==> src/rtl/pipelined_addsub.sv <==
// pipelined_addsub: add/subtract with the carry chain split across STAGES registered slices
module pipelined_addsub #(
    parameter int WIDTH = 32,
    parameter int STAGES = 4
) (
    input  logic             clk,
    input  logic             reset,
    input  logic             in_valid,
    output logic             in_ready,
    input  logic [WIDTH-1:0] a,
    input  logic [WIDTH-1:0] b,
    input  logic             sub,
    output logic             out_valid,
    input  logic             out_ready,
    output logic [WIDTH-1:0] sum,
    output logic             co,
    output logic             ovf,
    output logic             zero
);
    localparam int S = WIDTH / STAGES;
    localparam int L = STAGES - 1;
    logic             adv;
    logic             v  [STAGES];
    logic [WIDTH-1:0] ar [STAGES];
    logic [WIDTH-1:0] br [STAGES];
    logic [WIDTH-1:0] sr [STAGES];
    logic             cr [STAGES];
    logic             xv [STAGES];
    logic [WIDTH-1:0] xa [STAGES];
    logic [WIDTH-1:0] xb [STAGES];
    logic [WIDTH-1:0] xs [STAGES];
    logic             xc [STAGES];
    logic [WIDTH-1:0] ns [STAGES];
    logic             nc [STAGES];
    logic [S:0]       t;
    logic             ovf_r;
    logic             zero_r;
    assign adv       = !(out_valid && !out_ready);
    assign in_ready  = adv;
    assign out_valid = v[L];
    assign sum       = sr[L];
    assign co        = cr[L];
    assign ovf       = ovf_r;
    assign zero      = zero_r;
    // stage inputs: stage 0 takes the new operation (b pre-inverted for subtract), others the previous register
    always_comb begin
        xv[0] = in_valid;
        xa[0] = a;
        xb[0] = b ^ {WIDTH{sub}};
        xs[0] = '0;
        xc[0] = sub;
        for (int i = 1; i < STAGES; i++) begin
            xv[i] = v[i-1];
            xa[i] = ar[i-1];
            xb[i] = br[i-1];
            xs[i] = sr[i-1];
            xc[i] = cr[i-1];
        end
    end
    always_comb begin
        t = '0;
        for (int i = 0; i < STAGES; i++) begin
            t = {1'b0, xa[i][i*S +: S]} + {1'b0, xb[i][i*S +: S]} + (S+1)'(xc[i]);
            ns[i] = xs[i];
            ns[i][i*S +: S] = t[S-1:0];
            nc[i] = t[S];
        end
    end
    // carry into the MSB is recovered as sum_msb ^ a_msb ^ b_msb
    always_ff @(posedge clk) begin
        if (reset) begin
            for (int i = 0; i < STAGES; i++) begin
                v[i]  <= 1'b0;
                ar[i] <= '0;
                br[i] <= '0;
                sr[i] <= '0;
                cr[i] <= 1'b0;
            end
            ovf_r  <= 1'b0;
            zero_r <= 1'b0;
        end else if (adv) begin
            for (int i = 0; i < STAGES; i++) begin
                v[i]  <= xv[i];
                ar[i] <= xa[i];
                br[i] <= xb[i];
                sr[i] <= ns[i];
                cr[i] <= nc[i];
            end
            ovf_r  <= nc[L] ^ ns[L][WIDTH-1] ^ xa[L][WIDTH-1] ^ xb[L][WIDTH-1];
            zero_r <= ns[L] == '0;
        end
    end
endmodule

==> config.mk <==
export PLATFORM = sky130hd
export DESIGN_NAME = pipelined_addsub
export DESIGN_NICKNAME = d
export VERILOG_FILES = /design/src/rtl/pipelined_addsub.sv
export SDC_FILE = /design/constraint.sdc
export NUM_CORES = 1
export LEC_CHECK = 0
export ABC_CLOCK_PERIOD_IN_PS = 7900
export CORE_MARGIN = 1.5
export CORE_UTILIZATION = 35
export CTS_CLUSTER_SIZE = 30
export DETAILED_ROUTE_END_ITERATION = 10
export GPL_TIMING_DRIVEN = 1
export SYNTH_ARGS = -nofsm -noshare
export SYNTH_HDL_FRONTEND = slang
export SYNTH_SLANG_ARGS = --single-unit
export TNS_END_PERCENT = 1
==> constraint.sdc <==
create_clock -name clk -period 7.9 [get_ports clk]
set_input_delay 1.58 -clock clk [delete_from_list [all_inputs] [get_ports clk]]
set_output_delay 1.58 -clock clk [all_outputs]
set_load 0.02 [all_outputs]
======== After elaboration in Yosys (flattened, before gate mapping) ========
Memories as Yosys holds them, arrays and structs flattened.
Cells that the tools add are included.
word-level totals
  flip-flop bits (word level) ............. 2
  bits in writable memories ............... 392
  bits of input ports ..................... 69
  output and inout port bits .............. 37
  word-level logic and storage cells ...... 68
  memories ................................ 5
memories
  name  depth  bits a word  rd ports  clocked after Yosys merged registers in  write ports  line  text
  ar    4      32           3         0                                        4            24    logic [WIDTH-1:0] ar [STAGES];
  br    4      32           3         0                                        4            25    logic [WIDTH-1:0] br [STAGES];
  sr    4      32           4         0                                        4            26    logic [WIDTH-1:0] sr [STAGES];
  cr    4      1            4         0                                        4            27    logic cr [STAGES];
  v     4      1            4         0                                        4            23    logic v [STAGES];
cells by class
  $add $sub $neg .......................... 8
  muxes and demuxes ....................... 25
  bitwise logic cells ..................... 24
  reductions and logical operators ........ 4
operators by type and width
  operator                                count
  32-bit 2-to-1 mux                       12
  8-bit by 8-bit adder with 9-bit output  4
  9-bit by 1-bit adder with 9-bit output  4
  32-bit logical NOT                      1
  32-bit bitwise XOR                      1
  1-bit OR                                20
  1-bit 2-to-1 mux                        13
  1-bit bitwise XOR                       3
  1-bit logical NOT                       2
  1-bit logical AND                       1

======== Longest topological paths before layout ========
  depth after elaboration ................. 6
  mapped depth ............................ 11
  gate-level depth less buffers ........... 11

======== Worst setup path before layout ========
Ideal clock, no wire load.
  path type ............................... input port to flip-flop
  start point ............................. input out_ready
  end point ............................... memory ar[0][10] (enable)
  setup time .............................. 0.559 ns
  arrival ................................. 5.959 ns
  data required time ...................... 7.341 ns
  setup slack ............................. 1.382 ns
  cell stages on the path ................. 2
  path buffers ............................ 0
  cell sequence ........................... nand2b_1 > or2_1
RTL lines
  item             line  text
  start, declared  14    input logic out_ready,
  end, declared    24

======== Worst setup path in the final report ========
  start point ............................. input out_ready
  end point ............................... output in_ready
between the ends
  longest elaborated chain between the ends .. 3
ends and longest elaborated chain
  item               line  text
  1-bit logical NOT  38    assign adv = !(out_valid && !out_ready);
  1-bit logical AND  38
  1-bit logical NOT  38
  end, declared      9     output logic in_ready,
No other way between the ends.

==> summary.md <==
The combinational fraction of design power is 11.0%. The clock drives 186 sinks. The tools report the HPWL after detailed placement as 8.83 mm. The H-tree depth reported by CTS was 4; the ratio of routed vias to standard cells was 4.32. The tools report the placeable core region as 0.0234 mm². For the number of inserted filler cells in the final layout, the log shows 2157. At the pin with the least slew margin, the transition time is 965 ps. Ranked by total cell area, the synthesized netlist is headed by sky130_fd_sc_hd__edfxtp_1 (66%), sky130_fd_sc_hd__and2_1 (9.7%), sky130_fd_sc_hd__xnor2_1 (4.6%). The critical path class is input port to output pin. In the layout the commonest cells are sky130_fd_sc_hd__edfxtp_1 (184), sky130_fd_sc_hd__and2_1 (129), sky130_fd_sc_hd__clkdlybuf4s50_1 (104), sky130_fd_sc_hd__nor2_1 (59), sky130_fd_sc_hd__xnor2_1 (44).

Counting flops and latches in the post-synthesis netlist gives 186. The count of boundary I/O pins is 106, and the average cell area after synthesis is 13.8 µm². Net switching is 22.6% of the power. The logic depth of the worst register-to-register path was 7. The first global-routing pass estimated 21.3 mm of wire.

The count of TritonRoute iterations in the first routing pass was 4. For the total setup violations reported at the end of the flow, the log shows 0. The number of warnings issued by yosys was 0; the count of endpoints failing hold in the final timing report was 0. Setup repair after global routing left no endpoint under its margin. Of all nets on the critical path, the largest fanout is 6. For met1 alone, demand over resource in global routing was 13.4%. Cells with a size suffix above 1 make up 5.57% of the layout.

The worst hold path passes through 2 cells. At the worst endpoint, the required time is 6320 ps. From synthesis to final layout, the design area changed by 23.1%.

Dividing the detail-routed wire length by the instance count gives 12.7 µm. Leaving out fill and tap cells, the most frequent cell in the layout is sky130_fd_sc_hd__edfxtp_1. The logs give 4408 for the number of global-route vias before repair and 0.0248 mm² for the die outline area. The run finished with clean final reports. The path class of the tightest hold or removal check is flop to flop. Summed over all layers, the global routing overflow is 0. Traced cell by cell, the critical path runs through clkdlybuf4s50_1 > nand2b_1 > clkdlybuf4s50_1. The number of buffer cells added on primary ports was 105.

Weighted congestion reported at the end of routability-driven placement: 0.766. Summed over all instances, the cell type with the most area after synthesis is sky130_fd_sc_hd__edfxtp_1. In this run the most critical hold path is launched from zero. Measured along the y axis, the die boundary spans 157 µm. For this design, the CTS-stage hold fixing added 0 buffers. The logs give 5250 ps for the flop-to-flop setup slack and 0 for the post-cts repair resize count.

For this configuration, the core starts out at a cell density of 35.6%. For the number of slew-limit violations in the final report, the log shows 0. The later pin in the worst-skew pair is clocked with a latency of 420 ps.

Number of max-cap violations: 0. The number of enable flip-flop cells after synthesis is 184, and the met2 usage is 19.0%. For hold timing, the worst endpoint is zero. The met3 layer usage reported by global route was 2.89%.

Cell family with the largest share of critical-path delay: buffers and inverters. Dividing total power by cell area gives a power density of 215 mW/mm². In this run the cell area of the synthesized design comes to 0.00834 mm². The tools report the share of the yosys chip area belonging to registers as 66.8%. Clock-pin slew was measured on the worst setup and hold paths at 70 ps. The shortest clock period the worst path allows after layout is 4490 ps.

VDD sags by at most 0.109 mV. Measured against its own limit, the worst slew margin works out to 35.6%. In this run, distinct cell masters in the synthesized netlist total 43. Entering global routing, the biggest net connects 186 pins.

On the critical path, the stage with the largest delay is an instance of sky130_fd_sc_hd__clkdlybuf4s50_1. The residual antenna-violating net count after detailed routing is 0. Most used cell along the critical path: sky130_fd_sc_hd__clkdlybuf4s50_1. After detailed routing, the number of remaining DRC violations is 0. The run gives 0 ps as the accumulated negative setup slack. The tools report the category of the worst setup path capture point as an output pin. The layer with the highest usage was met2. Share of Yosys cell area claimed by the top area cell type: 66.3%. The routed layout has 4478 vias.

In this run the critical register-to-register path is captured at zero. After routing the design area is 0.0103 mm². TritonCTS built the clock tree.

The clock passes through at most 2 buffers. For this run, asynchronously set or reset flops after synthesis account for 0%. The internal power of the cells totals 1.70 mW.

Total inserted antenna cells: 0. In the synthesized netlist, the number of instances is 603. Global routing used 11.2% of the available tracks across all layers.

In this run the core area contains 56 standard-cell rows. The placed standard-cell area came out at 0.00972 mm². The number of violations reported at the end of detailed-routing iteration 0 is 271. For the leakage power of the design, the log shows 4.10 nW. The maximum clock frequency came out at 223 MHz.

Net count after synthesis: 707. STA puts the critical path data arrival time at 2910 ps. The design draws 2.20 mW. Critical path startpoint category: an input port.

The width of the die works out to 157 µm. The final critical-path share of the clock period was 56.8%. The critical register-to-register path startpoint was v[0][3]. The run gives 43.9% as the utilization after layout. The share of total power dissipated in sequential elements is 53.8%. In the synthesized netlist the dominant register cell turns out to be sky130_fd_sc_hd__edfxtp_1. The logs give 0 for the number of antenna violations at the first check in global routing and 0.497 mW for the power dissipated by switching net loads. The longest individual stage delay on the worst path came out at 650 ps. The run gives 35.2% as the share of total power in the clock network. The number of buffers and inverters on the critical path is 2. The routed design has 13.1 mm of wire.

The number of setup buffers added after CTS is 0. Master cell of the clock root buffer: sky130_fd_sc_hd__clkbuf_16. The tools report the number of nets in the layout as 809. The maximum clock skew at final layout was 6.77 ps. The number of CTS-inserted buffers was 17.
==> routing by layer <==
metal | wire (µm) | vias to the layer above
met5 | 0 | -
met4 | 244 | 0
met3 | 511 | 18
met2 | 6490 | 83
met1 | 5900 | 2079
li1 | - | 2298
==> kinds of logic (layout without fill, tap and decap cells) <==
kind of cell               after synthesis  after routing  synth area share [%]
and+or+nand+nor                        234            234                  15.7
DFF                                    186            186                  66.8
xor gates and xnor gates                54             54                  5.67
buffers and inverters                   47            162                  2.25
AOI/OAI and AO/OA                       46             46                  3.59
adders and majority gates               35             35                  5.88
muxes                                    1              1                 0.180
==> worst max path at each step <==
| stage | to | cells past startpoint | from |
|---|---|---|---|
| finish | in_ready | 3 | out_ready |
| global route | in_ready | 3 | out_ready |
| CTS | in_ready | 3 | out_ready |
| detailed placement | in_ready | 3 | out_ready |
| global placement | in_ready | 3 | out_ready |
| floorplan | ar[0][10] | 2 | out_ready |
==> power by group through the flow <==
stage	Clock [mW]	Combinational [mW]	Sequential (mW)
detailed placement	0	0.246	1.21
global route	0.836	0.270	1.19
global placement	0	0.241	1.21
CTS	0.797	0.248	1.19
finish	0.775	0.243	1.18
floorplan	0	0.141	1.21
==> flip-flops by register name (all words and copies together), names as in the netlist <==
name and count:
ovf 1, ar 48, cr 4, sr 80
v 4, br 48, zero 1
==> area by class of cell <==
class                   count  area, µm²  share of cell area, %
repair buffers            108       1080                   10.5
flip-flops and latches    186       5570                   54.2
inverters                  22       82.6                  0.805
clock buffers              21        450                   4.39
multi-input cells         370       2590                   25.3
well taps                 319        399                   3.89
clock inverters            11       90.1                  0.878
==> metrics by stage <==
stage                     hold WS [ps]  cells  setup WS [ps]
final                              479   1037           3410
after global routing               503   1037           3350
after CTS                          478   1037           3390
after detailed placement           468   1005           3400
after global placement             472   1005           3430
after floorplan                    497    603           1380
==> cells in the mapped netlist, types with 2 or more instances <==
master and number:
sky130_fd_sc_hd__nand4_1 4, sky130_fd_sc_hd__a211oi_1 3, sky130_fd_sc_hd__ha_1 28, sky130_fd_sc_hd__edfxtp_1 184
sky130_fd_sc_hd__inv_1 22, sky130_fd_sc_hd__a21o_1 5, sky130_fd_sc_hd__xor2_1 10, sky130_fd_sc_hd__o21bai_1 5
sky130_fd_sc_hd__nand3_1 3, sky130_fd_sc_hd__nand3b_1 2, sky130_fd_sc_hd__nor3_1 8, sky130_fd_sc_hd__o22ai_1 2
sky130_fd_sc_hd__xnor2_1 44, sky130_fd_sc_hd__clkbuf_1 20, sky130_fd_sc_hd__o21ai_1 7, sky130_fd_sc_hd__nor4_1 5
sky130_fd_sc_hd__dfxtp_1 2, sky130_fd_sc_hd__nand2_1 4, sky130_fd_sc_hd__a21oi_1 12, sky130_fd_sc_hd__nor2b_1 5
sky130_fd_sc_hd__fa_1 7, sky130_fd_sc_hd__nand2b_1 7, sky130_fd_sc_hd__and2_1 129, sky130_fd_sc_hd__o21ai_0 3
sky130_fd_sc_hd__or3_1 3, sky130_fd_sc_hd__a21boi_1 2, sky130_fd_sc_hd__buf_2 3, sky130_fd_sc_hd__nor2_1 59
==> tightest hold or removal path, stage by stage (launching register included) <==
cell                      delay, ps
sky130_fd_sc_hd__dfxtp_1        310
sky130_fd_sc_hd__inv_1           50
sky130_fd_sc_hd__o22ai_1         70
Note: power is estimated with default switching activity, not from simulation.
